--- src/rtl/cam_pkg.sv ---
// cam_pkg: shared types and constants for the camera pattern transmitter.
// Holds the frame FSM states, pattern codes and RGB565 bar colours.
package cam_pkg;

    typedef enum logic [2:0] {
        ST_IDLE,
        ST_VSYNC,
        ST_VBP,
        ST_ACTIVE,
        ST_VFP
    } cam_state_e;

    typedef enum logic [1:0] {
        PAT_SOLID = 2'd0,
        PAT_BARS  = 2'd1,
        PAT_RAMP  = 2'd2,
        PAT_CHECK = 2'd3
    } pattern_e;

    localparam logic [7:0] SOLID_BYTE = 8'hA5;

    localparam logic [15:0] BAR_WHITE   = 16'hFFFF;
    localparam logic [15:0] BAR_YELLOW  = 16'hFFE0;
    localparam logic [15:0] BAR_CYAN    = 16'h07FF;
    localparam logic [15:0] BAR_GREEN   = 16'h07E0;
    localparam logic [15:0] BAR_MAGENTA = 16'hF81F;
    localparam logic [15:0] BAR_RED     = 16'hF800;
    localparam logic [15:0] BAR_BLUE    = 16'h001F;
    localparam logic [15:0] BAR_BLACK   = 16'h0000;

    function automatic logic [15:0] bar_color(input logic [2:0] idx);
        logic [15:0] c;
        c = BAR_BLACK;
        unique case (idx)
            3'd0: c = BAR_WHITE;
            3'd1: c = BAR_YELLOW;
            3'd2: c = BAR_CYAN;
            3'd3: c = BAR_GREEN;
            3'd4: c = BAR_MAGENTA;
            3'd5: c = BAR_RED;
            3'd6: c = BAR_BLUE;
            3'd7: c = BAR_BLACK;
            default: c = BAR_BLACK;
        endcase
        return c;
    endfunction

    // Bits needed to count 0..n-1, never less than one.
    function automatic int clog2_min1(input int n);
        return (n > 2) ? $clog2(n) : 1;
    endfunction

    function automatic int max4(input int a, input int b,
                                input int c, input int d);
        int m;
        m = a;
        if (b > m) m = b;
        if (c > m) m = c;
        if (d > m) m = d;
        return m;
    endfunction

endpackage

--- src/rtl/cam_pattern_gen.sv ---
// cam_pattern_gen: maps pattern, pixel position and frame parity
// to one RGB565 colour; purely combinational.
module cam_pattern_gen
    import cam_pkg::*;
(
    input  logic [1:0]  pattern_i,
    input  logic [8:0]  x_i,
    input  logic [5:0]  y_i,
    input  logic [7:0]  frame_cnt_i,
    output logic [15:0] rgb_o
);

    logic unused_bits;
    assign unused_bits = ^{x_i[1:0], y_i[4:0], frame_cnt_i[7:1]};

    always_comb begin
        rgb_o = 16'h0000;
        unique case (pattern_e'(pattern_i))
            PAT_SOLID: rgb_o = {SOLID_BYTE, SOLID_BYTE};
            PAT_BARS:  rgb_o = bar_color(x_i[8:6]);
            PAT_RAMP:  rgb_o = {x_i[7:3], x_i[7:2], x_i[7:3]};
            PAT_CHECK: begin
                if (x_i[5] ^ y_i[5] ^ frame_cnt_i[0])
                    rgb_o = 16'hFFFF;
                else
                    rgb_o = 16'h0000;
            end
            default:   rgb_o = 16'h0000;
        endcase
    end

endmodule

--- src/rtl/cam_pattern_tx.sv ---
// cam_pattern_tx: camera-style byte stream source with VSYNC/HREF
// framing and RGB565 test patterns, one byte per two CLKs.
module cam_pattern_tx
    import cam_pkg::*;
#(
    parameter int H_ACTIVE = 640,
    parameter int H_BLANK  = 144,
    parameter int VS_LINES = 3,
    parameter int V_BP     = 17,
    parameter int V_ACTIVE = 480,
    parameter int V_FP     = 10
) (
    input  logic       CLK,
    input  logic       RST_N,
    input  logic       EN,
    input  logic [1:0] PATTERN,
    output logic       PCLK,
    output logic       CamVsync,
    output logic       CamHsync,
    output logic [7:0] CamData,
    output logic       FRAME_DONE
);

    localparam int LINE_BYTES = 2 * H_ACTIVE + H_BLANK;
    localparam int COL_W = clog2_min1(LINE_BYTES);
    localparam int LN_W  =
        clog2_min1(max4(VS_LINES, V_BP, V_ACTIVE, V_FP));

    localparam logic [COL_W-1:0] COL_LAST = COL_W'(LINE_BYTES - 1);
    localparam logic [LN_W-1:0]  FP_LAST  = LN_W'(V_FP - 1);

    cam_state_e       state_q, state_d;
    pattern_e         pat_q, pat_d;
    logic [COL_W-1:0] col_q, col_d;
    logic [LN_W-1:0]  line_q, line_d;
    logic [LN_W-1:0]  span_m1;
    logic [7:0]       fcnt_q, fcnt_d;
    logic             pclk_q;
    logic             vs_q, vs_d;
    logic             hs_q, hs_d;
    logic             done_q, done_d;
    logic [7:0]       data_q, data_d;
    logic [15:0]      rgb;
    logic             last_col, last_line;

    always_comb begin
        span_m1 = '0;
        unique case (state_q)
            ST_VSYNC:  span_m1 = LN_W'(VS_LINES - 1);
            ST_VBP:    span_m1 = LN_W'(V_BP - 1);
            ST_ACTIVE: span_m1 = LN_W'(V_ACTIVE - 1);
            ST_VFP:    span_m1 = LN_W'(V_FP - 1);
            default:   span_m1 = '0;
        endcase
    end

    assign last_col  = (col_q == COL_LAST);
    assign last_line = (line_q == span_m1);

    // Everything advances only on the byte edge, where PCLK falls.
    always_comb begin
        state_d = state_q;
        col_d   = col_q;
        line_d  = line_q;
        pat_d   = pat_q;
        fcnt_d  = fcnt_q;
        if (pclk_q) begin
            if (state_q == ST_IDLE) begin
                if (EN) begin
                    state_d = ST_VSYNC;
                    col_d   = '0;
                    line_d  = '0;
                    pat_d   = pattern_e'(PATTERN);
                end
            end else if (!last_col) begin
                col_d = col_q + 1'b1;
            end else begin
                col_d = '0;
                if (!last_line) begin
                    line_d = line_q + 1'b1;
                end else begin
                    line_d = '0;
                    unique case (state_q)
                        ST_VSYNC:  state_d = ST_VBP;
                        ST_VBP:    state_d = ST_ACTIVE;
                        ST_ACTIVE: state_d = ST_VFP;
                        ST_VFP: begin
                            state_d = EN ? ST_VSYNC : ST_IDLE;
                            fcnt_d  = fcnt_q + 8'd1;
                        end
                        default:   state_d = ST_IDLE;
                    endcase
                end
            end
        end
    end

    cam_pattern_gen u_gen (
        .pattern_i   (pat_d),
        .x_i         (9'(col_d >> 1)),
        .y_i         (6'(line_d)),
        .frame_cnt_i (fcnt_q),
        .rgb_o       (rgb)
    );

    always_comb begin
        vs_d   = (state_d == ST_VSYNC);
        hs_d   = (state_d == ST_ACTIVE) &&
                 (int'(col_d) < 2 * H_ACTIVE);
        data_d = 8'h00;
        if (hs_d)
            data_d = col_d[0] ? rgb[7:0] : rgb[15:8];
        done_d = pclk_q && (state_d == ST_VFP) &&
                 (col_d == COL_LAST) && (line_d == FP_LAST);
    end

    always_ff @(posedge CLK) begin
        if (!RST_N) begin
            state_q <= ST_IDLE;
            pat_q   <= PAT_SOLID;
            col_q   <= '0;
            line_q  <= '0;
            fcnt_q  <= '0;
            pclk_q  <= 1'b0;
            vs_q    <= 1'b0;
            hs_q    <= 1'b0;
            data_q  <= 8'h00;
            done_q  <= 1'b0;
        end else begin
            pclk_q  <= ~pclk_q;
            state_q <= state_d;
            pat_q   <= pat_d;
            col_q   <= col_d;
            line_q  <= line_d;
            fcnt_q  <= fcnt_d;
            done_q  <= done_d;
            if (pclk_q) begin
                vs_q   <= vs_d;
                hs_q   <= hs_d;
                data_q <= data_d;
            end
        end
    end

    assign PCLK       = pclk_q;
    assign CamVsync   = vs_q;
    assign CamHsync   = hs_q;
    assign CamData    = data_q;
    assign FRAME_DONE = done_q;

endmodule

--- config.mk ---
export PLATFORM = sky130hd
export DESIGN_NAME = cam_pattern_tx
export DESIGN_NICKNAME = d
export VERILOG_FILES = /design/src/rtl/cam_pkg.sv /design/src/rtl/cam_pattern_gen.sv /design/src/rtl/cam_pattern_tx.sv
export SDC_FILE = /design/constraint.sdc
export NUM_CORES = 1
export LEC_CHECK = 0
export CELL_PAD_IN_SITES_DETAIL_PLACEMENT = 0
export CELL_PAD_IN_SITES_GLOBAL_PLACEMENT = 1
export CORE_MARGIN = 10
export CORE_UTILIZATION = 40
export DETAILED_ROUTE_END_ITERATION = 10
export DONT_BUFFER_PORTS = 1
export PLACE_DENSITY = 0.66
export SYNTH_ARGS = -nofsm -noshare
export SYNTH_HDL_FRONTEND = slang
export SYNTH_SLANG_ARGS = --single-unit
--- constraint.sdc ---
create_clock -name CLK -period 9.8 [get_ports CLK]
set_clock_uncertainty 0.2 [all_clocks]
set_input_delay 0.98 -clock CLK [delete_from_list [all_inputs] [get_ports CLK]]
set_output_delay 0.98 -clock CLK [all_outputs]
set_load 0.02 [all_outputs]
* After elaboration in Yosys (flattened, before gate mapping) *
Memory sizes are Yosys's and may differ from the RTL's.
Cells that the tools add are included.

operators by class
  order comparisons = 1
  reduce and logical (&&, ||, !) cells = 7
  equal/unequal tests = 14
  bitwise logic cells = 4
  $add $sub $neg = 3
  muxes and demuxes = 24

operator list
  cell                                                                   number
  16-bit one-hot mux with 4 select lines                                 1
  9-bit 2-to-1 mux                                                       5
  11-bit 2-to-1 mux                                                      4
  9-bit one-hot mux with 4 select lines                                  1
  11-bit equality test, second input constant                            2
  16-bit 2-to-1 mux                                                      1
  8-bit 2-to-1 mux                                                       2
  3-bit 2-to-1 mux                                                       5
  3-bit one-hot mux with 4 select lines                                  1
  11-bit by 1-bit adder with 11-bit output, second input constant        1
  11-bit less-than comparator, second input constant                     1
  9-bit by 1-bit adder with 9-bit output, second input constant          1
  3-bit by 2-bit equality test with 1-bit output, second input constant  3
  9-bit by 4-bit equality test with 1-bit output, second input constant  1
  9-bit equality test                                                    1
  8-bit by 1-bit adder with 8-bit output, second input constant          1
  3-bit by 1-bit equality test with 1-bit output, second input constant  2
  3-bit equality test, second input constant                             2
  2-bit 2-to-1 mux                                                       3
  5-bit AND reduction                                                    1
  2-bit equality test, second input constant                             2
  1-bit logical AND                                                      4
  3-bit logical NOT                                                      1
  2-bit by 1-bit equality test with 1-bit output, second input constant  1
  other kinds (4)                                                        6

word-level totals
  flip-flop bits (word level) = 45
  memories kept = 1
  bits in read-only memories = 128
  output and inout port bits = 12
  logic and storage cells = 64

memories
  name              depth  width  rd ports  clocked after Yosys merged registers in  wr ports  line           source
  (name not given)  8      16     1         0                                        0         cam_pkg.sv:34  unique case (idx)

* Depth between registers and ports, before layout *
Gate-level depths: netlist of the first run.

  depth after elaboration = 13
  mapped depth = 11
  gate-level depth less buffers = 9

* Modules after synthesis *
A second synthesis of the first run with hierarchy kept.

unflattened totals
  cells, all modules = 367
  area, all modules = 2930.3 um^2

by module, submodules not included
  module           cells an instance  area each (um^2)  instances
  cam_pattern_tx   329                2640.0            1
  cam_pattern_gen  38                 290.3             1

* Worst setup path after synthesis of the first run *
Ideal clock, no wire load.

  path type = input to register
  start point = in EN
  end point = reg data_q[0], in the netlist CamData[0]
  arrival = 2.923 ns
  slack = 6.543 ns
  setup time = 0.134 ns
  stages on the path = 9
  path through = o41ai_1 > clkbuf_1 > nand2_1 > o41ai_1 > nor2_1 > a21boi_0 > o21bai_1 > a21boi_0 > a22oi_1

between the ends
  word-level cells in the longest chain between the ends = 9
  elaborated cells between the ends (all ways) = 30
  classes of those cells = order compare: 1; eq/ne: 4; mux: 20; bitwise: 2; reduce/logical: 2; memory: 1

RTL lines
  what                                                                            line                   source
  start, declared                                                                 cam_pattern_tx.sv:15   input logic EN,
  parallel branches: the longest is 8 deep, another holds memory read 8 x 16 bit  -
  8-bit 2-to-1 mux (*)                                                            cam_pattern_tx.sv:111  if (hs_d)
  end signal, assigned                                                            cam_pattern_tx.sv:140  data_q <= data_d;
  end, declared                                                                   cam_pattern_tx.sv:42   logic [7:0] data_q, data_d;

Mark *: on every way between the ends.
A chain may end at the register's enable or synchronous reset.

* Worst setup path in the final report of the first run *
  start point = reg state_q[1]
  end point = reg data_q[1], in the netlist CamData[1]

between the ends
  word-level cells in the longest chain between the ends = 13
  elaborated cells between the ends (all ways) = 35
  classes of those cells = order compare: 1; eq/ne: 9; mux: 19; bitwise: 2; reduce/logical: 3; memory: 1

RTL lines
  what                                               line                                        source
  start, declared                                    cam_pattern_tx.sv:32                        cam_state_e state_q, state_d;
  start signal, assigned                             cam_pattern_tx.sv:131                       state_q <= state_d;
  3-bit equality test, or another cell as far along  cam_pattern_tx.sv:48, cam_pattern_tx.sv:83
  9-bit one-hot mux with 4 select lines              cam_pattern_tx.sv:48                        unique case (state_q)
  9-bit equality test                                cam_pattern_tx.sv:58                        assign last_line = (line_q == span_m1);
  9-bit 2-to-1 mux                                   cam_pattern_tx.sv:79                        if (!last_line) begin
  9-bit 2-to-1 mux                                   cam_pattern_tx.sv:75                        end else if (!last_col) begin
  9-bit 2-to-1 mux                                   cam_pattern_tx.sv:68                        if (state_q == ST_IDLE) begin
  9-bit 2-to-1 mux                                   cam_pattern_tx.sv:67                        if (pclk_q) begin
  1-bit XOR (2 in a row)                             cam_pattern_gen.sv:23                       if (x_i[5] ^ y_i[5] ^ frame_cnt_i[0])
  16-bit 2-to-1 mux                                  cam_pattern_gen.sv:23
  16-bit one-hot mux with 4 select lines             cam_pattern_gen.sv:18                       unique case (pattern_e'(pattern_i))
  8-bit 2-to-1 mux                                   cam_pattern_tx.sv:112                       data_d = col_d[0] ? rgb[7:0] : rgb[15:8];
  8-bit 2-to-1 mux (*)                               cam_pattern_tx.sv:111

Mark *: on every way between the ends. The rest lies on a longest branch, timed or not.

==> results of run 1 <==
==> power breakdown <==
group          internal (W)  leakage, nW  switching [W]  total [W]
sequential         0.000156        0.307     0.00000502   0.000161
combinational     0.0000145        0.613      0.0000266  0.0000411
clock              0.000102       0.0683      0.0000631   0.000165
total              0.000273        0.989      0.0000947   0.000367
==> worst paths after layout <==
path                                       startpoint                 endpoint  cells past startpoint
worst min register to register  CamHsync$_SDFFE_PN0P_    CamHsync$_SDFFE_PN0P_                      2
worst max register to register  state_q[1]$_SDFF_PN0_  CamData[1]$_SDFFE_PN0P_                      8
worst min-delay path            CamHsync$_SDFFE_PN0P_    CamHsync$_SDFFE_PN0P_                      2
worst max-delay path            state_q[1]$_SDFF_PN0_  CamData[1]$_SDFFE_PN0P_                      8
==> worst register-to-register path: stages (launching register included) <==
cell     delay, ns
dfxtp_1       0.57
inv_2         0.14
a221o_1       0.34
or4_1         0.61
nor3_4        0.43
nand2_4       0.12
mux2_4        0.34
or4_1         0.69
o31ai_1       0.29
==> synth_stat cells (2+ instances only) <==
| cell | instances | area (um^2) |
|---|---|---|
| o21a_1 | 3 | 22.5 |
| o31ai_1 | 9 | 67.6 |
| dfxtp_1 | 38 | 761 |
| clkbuf_1 | 14 | 52.6 |
| nand3_1 | 9 | 45.0 |
| o41ai_1 | 2 | 17.5 |
| and4_1 | 6 | 52.6 |
| nand2b_1 | 7 | 43.8 |
| a211oi_1 | 2 | 15.0 |
| xor2_1 | 3 | 26.3 |
| nor2_1 | 16 | 60.1 |
| or2_2 | 2 | 12.5 |
| a22oi_1 | 11 | 82.6 |
| or3_1 | 3 | 18.8 |
| nor2b_1 | 15 | 93.8 |
| and3_1 | 7 | 43.8 |
| a21boi_0 | 5 | 37.5 |
| a221o_1 | 2 | 20.0 |
| o31a_1 | 2 | 17.5 |
| a31oi_1 | 7 | 43.8 |
| mux2_2 | 2 | 22.5 |
| xnor2_1 | 3 | 26.3 |
| buf_2 | 4 | 20.0 |
| or4_1 | 4 | 30.0 |
| nor3b_1 | 2 | 15.0 |
| inv_2 | 2 | 7.51 |
| nand4_1 | 6 | 37.5 |
| nand2_1 | 34 | 128 |
| and2_1 | 13 | 81.3 |
| a21oi_1 | 14 | 70.1 |
| ha_1 | 2 | 25.0 |
| o21ai_0 | 19 | 95.1 |
| a32oi_1 | 4 | 35.0 |
| a21o_1 | 3 | 22.5 |
| nor3_1 | 8 | 40.0 |
| nand3b_1 | 2 | 15.0 |
| nor4_1 | 7 | 43.8 |
| mux2i_1 | 7 | 70.1 |
| inv_1 | 4 | 15.0 |
==> stage by stage <==
step	setup WS (ns)	util, %
after floorplan	6.54	-
after global placement	6.09	41.5
after detailed placement	6.05	41.5
after CTS	6.02	43.7
after global routing	5.76	43.7
final	5.99	43.7
==> metal layers <==
layer	vias up	global-route usage, %	wire (um)
met1	1168	17.9	3230
met4	0	4.74	81
met2	63	24.3	3570
met5	-	0	0
li1	1213	-	-
met3	8	3.50	341
==> flip-flops by register name, summed over array words and instances, names as in the netlist <==
register / count
CamData: 8
CamHsync: 1
CamVsync: 1
FRAME_DONE: 1
PCLK: 1
col_q: 11
fcnt_q: 1
line_q: 9
pat_q: 2
state_q: 3
==> logic make-up (layout without fill, tap and decap cells) <==
family	count (synthesis)	in the layout	share of synthesized area [%]
mux	10	10	4.21
fa+ha+maj	2	2	0.978
flops	38	38	29.7
compound gates	96	96	26.0
xor+xnor	6	6	2.06
buf+inv	25	17	3.86
simple gates	150	150	33.2
==> layout make-up <==
class / count / area [um^2]
fill: 637 / 3530
multi-input combinational: 264 / 1710
sequential: 38 / 761
tap: 77 / 96.3
clock buffer: 5 / 68.8
clock inverter: 3 / 68.8
timing repair buffer: 3 / 22.5
inverter: 6 / 22.5
==> impl_metrics.json, run 1 <==
{
  "critical_path.endpoint_type": "flop",
  "hold_slack_ns": 0.359,
  "worstPathMaxFanout": 12,
  "design_area_mm2": 0.00275,
  "tritoncts": "yes",
  "cpPeakStageDelay_ns": 0.69,
  "async_set_or_reset_register_ratio_after_synthesis_pct": 0,
  "finalNetCount": 325,
  "static-leakage-power_nw": 0.989,
  "pin_count": 17,
  "rel_slew_slack_pct": 35.0,
  "antenna_violations_before_repair": 0,
  "run_status": "completed",
  "startpoint_type": "flop",
  "dpl_cell_area_mm2": 0.00261,
  "cts_max_path_buffers": 2,
  "area_delta_synth_final_pct": 7.34,
  "power_per_unit_of_standard_cell_area_mw_per_mm2": 134,
  "post_synth_inst_count": 327,
  "first_pass_iters": 4,
  "drtIter0Drc": 143,
  "final_layout_size_suffix_gt1_share_pct": 7.21,
  "dp.final_hpwl_um": 5200,
  "report.final.slew_viol_count": 0,
  "wl_per_cell_um": 18.2,
  "r2r_slack_ns": 5.99,
  "timing_hold_violations_final": 0,
  "place.port_buffers": 0,
  "ctsRootBufferMaster": "clkbuf_8",
  "core_area_mm2": 0.00628,
  "timing.hold.worst.class": "flop to flop",
  "placed_cells_incl_taps": 388,
  "cts_setup_buffers": 0,
  "criticalPathCategory": "flop to flop",
  "layout_common_cells": "dfxtp_1 (38), nand2_1 (34), o21ai_0 (19)",
  "grt_use_total_pct": 14.6,
  "yosys_most_used_dff": "dfxtp_1",
  "syn_area_per_cell_um2": 7.82,
  "final_cell_count_no_fill": 396,
  "initial_utilization_pct": 40.7,
  "die_width_um": 100,
  "design.die.area_mm2": 0.00999,
  "first_global_vias": 2348,
  "setup-tns-final_ns": 0,
  "finalSetupViolCount": 0,
  "synth-warning-count": 0,
  "cp_top_family": "simple AND/OR/NAND/NOR gates",
  "cp.buffers_inverters": 1,
  "timing_worst_slew_pin_value_ns": 0.968,
  "floorplan.rows": 29,
  "post_synth_num_cell_types": 63,
  "finalWorstPathRequiredPeriod_ns": 3.81,
  "yosysSeqAreaShare_pct": 29.7,
  "clkLatencyLatePin_ns": 0.30,
  "dieHeight_um": 100,
  "crit_top_cell": "or4_1",
  "cts_inserted_buffers": 5,
  "drv.max_cap_violation_count": 0,
  "critPathArrivalTime_ns": 3.82,
  "pin_count_of_the_biggest_net_entering_global_routing": 29,
  "ant_nets": 0,
  "grt_first_pass_wirelength_um": 11900,
  "drcViolationCount": 0,
  "antennaDiodeCount": 0,
  "cts.hold.buffers_added": 0,
  "synth_nets": 334,
  "total_power_w": 0.000367,
  "path_clk_slew_ns": 0.08,
  "cts-htree-levels": 2,
  "cts.repair.resized": 0,
  "postRouteWirelength_um": 7220,
  "synth-seq-cells": 38,
  "synth-edff-count": 0,
  "mostFrequentLayoutCell": "dfxtp_1",
  "critical_path.cell_chain": "inv_2, a221o_1, or4_1, nor3_4, nand2_4, mux2_4, or4_1, o31ai_1",
  "grt_overflow_total": 0,
  "maxClockFrequency_ghz": 0.263,
  "netlist_area_mm2": 0.00256,
  "grt_setup_unrepaired": "false",
  "tritoncts_num_sinks": 38,
  "vias_per_cell": 6.19,
  "min_period_over_period_pct": 38.8,
  "globalplace.congestion": 0.821,
  "max-vdd-ir-drop_uv": 80.0,
  "worst-endpoint-required_ns": 9.82,
  "timing.critical_path.slowest_stage_cell": "or4_1",
  "routed-via-count": 2452
}
No activity file was read; power rests on OpenSTA's default activity.
==> run 2: changes to the inputs <==
PLACE_DENSITY = 0.68   (was 0.66)
clock period = 3.3 ns   (was 9.8 ns; I/O delays follow)
==> run 2 against run 1 <==
Clock power increased by 110%. Critical path type unchanged. Maximum frequency is 21% higher. Flip-flop and latch count stayed put.
==> impl_metrics.json, run 2 (synthesis results as in run 1) <==
{
  "pin_count": 17,
  "maxClockFrequency_ghz": 0.319,
  "timing_hold_violations_final": 0,
  "grt_use_total_pct": 15.4,
  "clkLatencyLatePin_ns": 0.29,
  "cts-htree-levels": 2,
  "hold_slack_ns": 0.00854,
  "timing.hold.worst.class": "input pin to flop",
  "first_pass_iters": 4,
  "drv.max_cap_violation_count": 0,
  "layout_common_cells": "buf_4 (38), dfxtp_1 (35), nand2_1 (34)",
  "pin_count_of_the_biggest_net_entering_global_routing": 27,
  "grt_first_pass_wirelength_um": 12700,
  "worstPathMaxFanout": 7,
  "timing_worst_slew_pin_value_ns": 0.882,
  "sequential_power_share_pct": 47.6,
  "tritoncts_num_sinks": 38,
  "globalplace.congestion": 0.878,
  "max_ffs_per_register": 11,
  "drtIter0Drc": 128,
  "critical_path.endpoint_type": "flop",
  "dp.final_hpwl_um": 5680,
  "cts_inserted_buffers": 5,
  "p_switching_w": 0.000286,
  "worst-endpoint-required_ns": 3.31,
  "setup-tns-final_ns": 0,
  "ctsRootBufferMaster": "clkbuf_8",
  "vias_per_cell": 5.96,
  "first_global_vias": 2522,
  "initial_utilization_pct": 40.7,
  "max-vdd-ir-drop_uv": 199,
  "grt_setup_unrepaired": "false",
  "top_register": "col_q",
  "pwr-share-comb_pct": 17.3,
  "cts_max_path_buffers": 2,
  "dieHeight_um": 100,
  "floorplan.rows": 29,
  "path_clk_slew_ns": 0.08,
  "grt_overflow_total": 0,
  "static-leakage-power_nw": 1.14,
  "postRouteWirelength_um": 7750,
  "finalNetCount": 362,
  "routed-via-count": 2582,
  "drcViolationCount": 0,
  "area_delta_synth_final_pct": 18.8,
  "antennaDiodeCount": 0,
  "rel_slew_slack_pct": 41.0,
  "startpoint_type": "flop",
  "ant_nets": 0,
  "critPathArrivalTime_ns": 3.15,
  "run_status": "completed",
  "core_area_mm2": 0.00628,
  "power_per_unit_of_standard_cell_area_mw_per_mm2": 326,
  "power.clock.fraction_pct": 35.1,
  "cts_setup_buffers": 0,
  "min_period_over_period_pct": 95.0,
  "wl_per_cell_um": 17.9,
  "mostFrequentLayoutCell": "buf_4",
  "finalWorstPathRequiredPeriod_ns": 3.14,
  "die_width_um": 100,
  "final_layout_size_suffix_gt1_share_pct": 19.9,
  "finalSetupViolCount": 0,
  "report.final.slew_viol_count": 0,
  "switching_share_pct": 28.9,
  "design.die.area_mm2": 0.00999,
  "antenna_violations_before_repair": 0,
  "place.port_buffers": 0,
  "criticalPathCategory": "flop to flop",
  "tritoncts": "yes",
  "cellInternalPower_w": 0.000703
}
[run 2: cell count changes in the layout (fill, tap and decap cells not counted), moves of 2 or more]
cell / change
buf_4: +35
dfxtp_1: -3
dfxtp_2: +3
or4_4: +3
bufinv_16: -2
o21ai_0: -2
or4_1: -2
[run 2: power groups by stage]
stage | logic [W] | registers, W | clock network (W)
CTS | 0.000168 | 0.000470 | 0.000354
floorplan | 0.000102 | 0.000480 | 0
global placement | 0.000159 | 0.000481 | 0
global route | 0.000188 | 0.000472 | 0.000375
finish | 0.000171 | 0.000471 | 0.000347
detailed placement | 0.000159 | 0.000481 | 0
[run 2: worst paths after layout]
kind	start	to	slack [ns]	cells past startpoint
worst min register to register	CamHsync$_SDFFE_PN0P_	CamHsync$_SDFFE_PN0P_	0.36	2
worst max-delay path	state_q[1]$_SDFF_PN0_	CamData[3]$_SDFFE_PN0P_	0.16	9
worst max register to register	state_q[1]$_SDFF_PN0_	CamData[3]$_SDFFE_PN0P_	0.16	9
worst min-delay path	RST_N	col_q[2]$_SDFF_PN0_	0.009	1
[run 2: cell type report]
type	instances	area, um^2
Tap cell	77	96.3
Clock buffer	6	82.6
Inverter	6	22.5
Fill cell	642	3240
Multi-Input combinational cell	265	1760
Timing Repair Buffer	39	295
Clock inverter	2	12.5
Sequential cell	38	764
[run 2: critical path, stage by stage (launching register included)]
cell and delay, ns:
dfxtp_1 0.38, inv_2 0.05, a221o_1 0.32, or4_4 0.52, nor3_4 0.20, buf_4 0.20
mux2_2 0.16, o21ai_1 0.13, or4_4 0.64, o31ai_1 0.25
[run 2: stage by stage]
step                      instance area [um^2]  utilization (%)  worst slack, ns  power (W)  cells
after detailed placement                  2870             45.7           -0.155   0.000640    423
after global routing                      3040             48.4           0.0234    0.00104    433
final                                     3040             48.4            0.164   0.000990    433
after global placement                    2870             45.7          -0.0518   0.000640    423
after floorplan                           2560                -            0.124   0.000582    327
after CTS                                 2990             47.7          0.00304   0.000993    432
[run 2: routing by layer]
layer / GRT usage (%) / vias to the layer above / routed length [um]
met3: 2.82 / 10 / 372
met5: 0 / - / 0
met1: 19.4 / 1237 / 3590
met2: 25.5 / 50 / 3670
li1: - / 1285 / -
met4: 5.29 / 0 / 118
[run 2: repair_timing]
| action | CTS | global route |
|---|---|---|
| setup endpoints to repair | 8 | 8 |
| hold buffers | 1 | 0 |
| pin swaps | 0 | 2 |
| resized for setup | 4 | 12 |
| cloned | 0 | 1 |
| endpoints found under the hold margin | 26 | 0 |
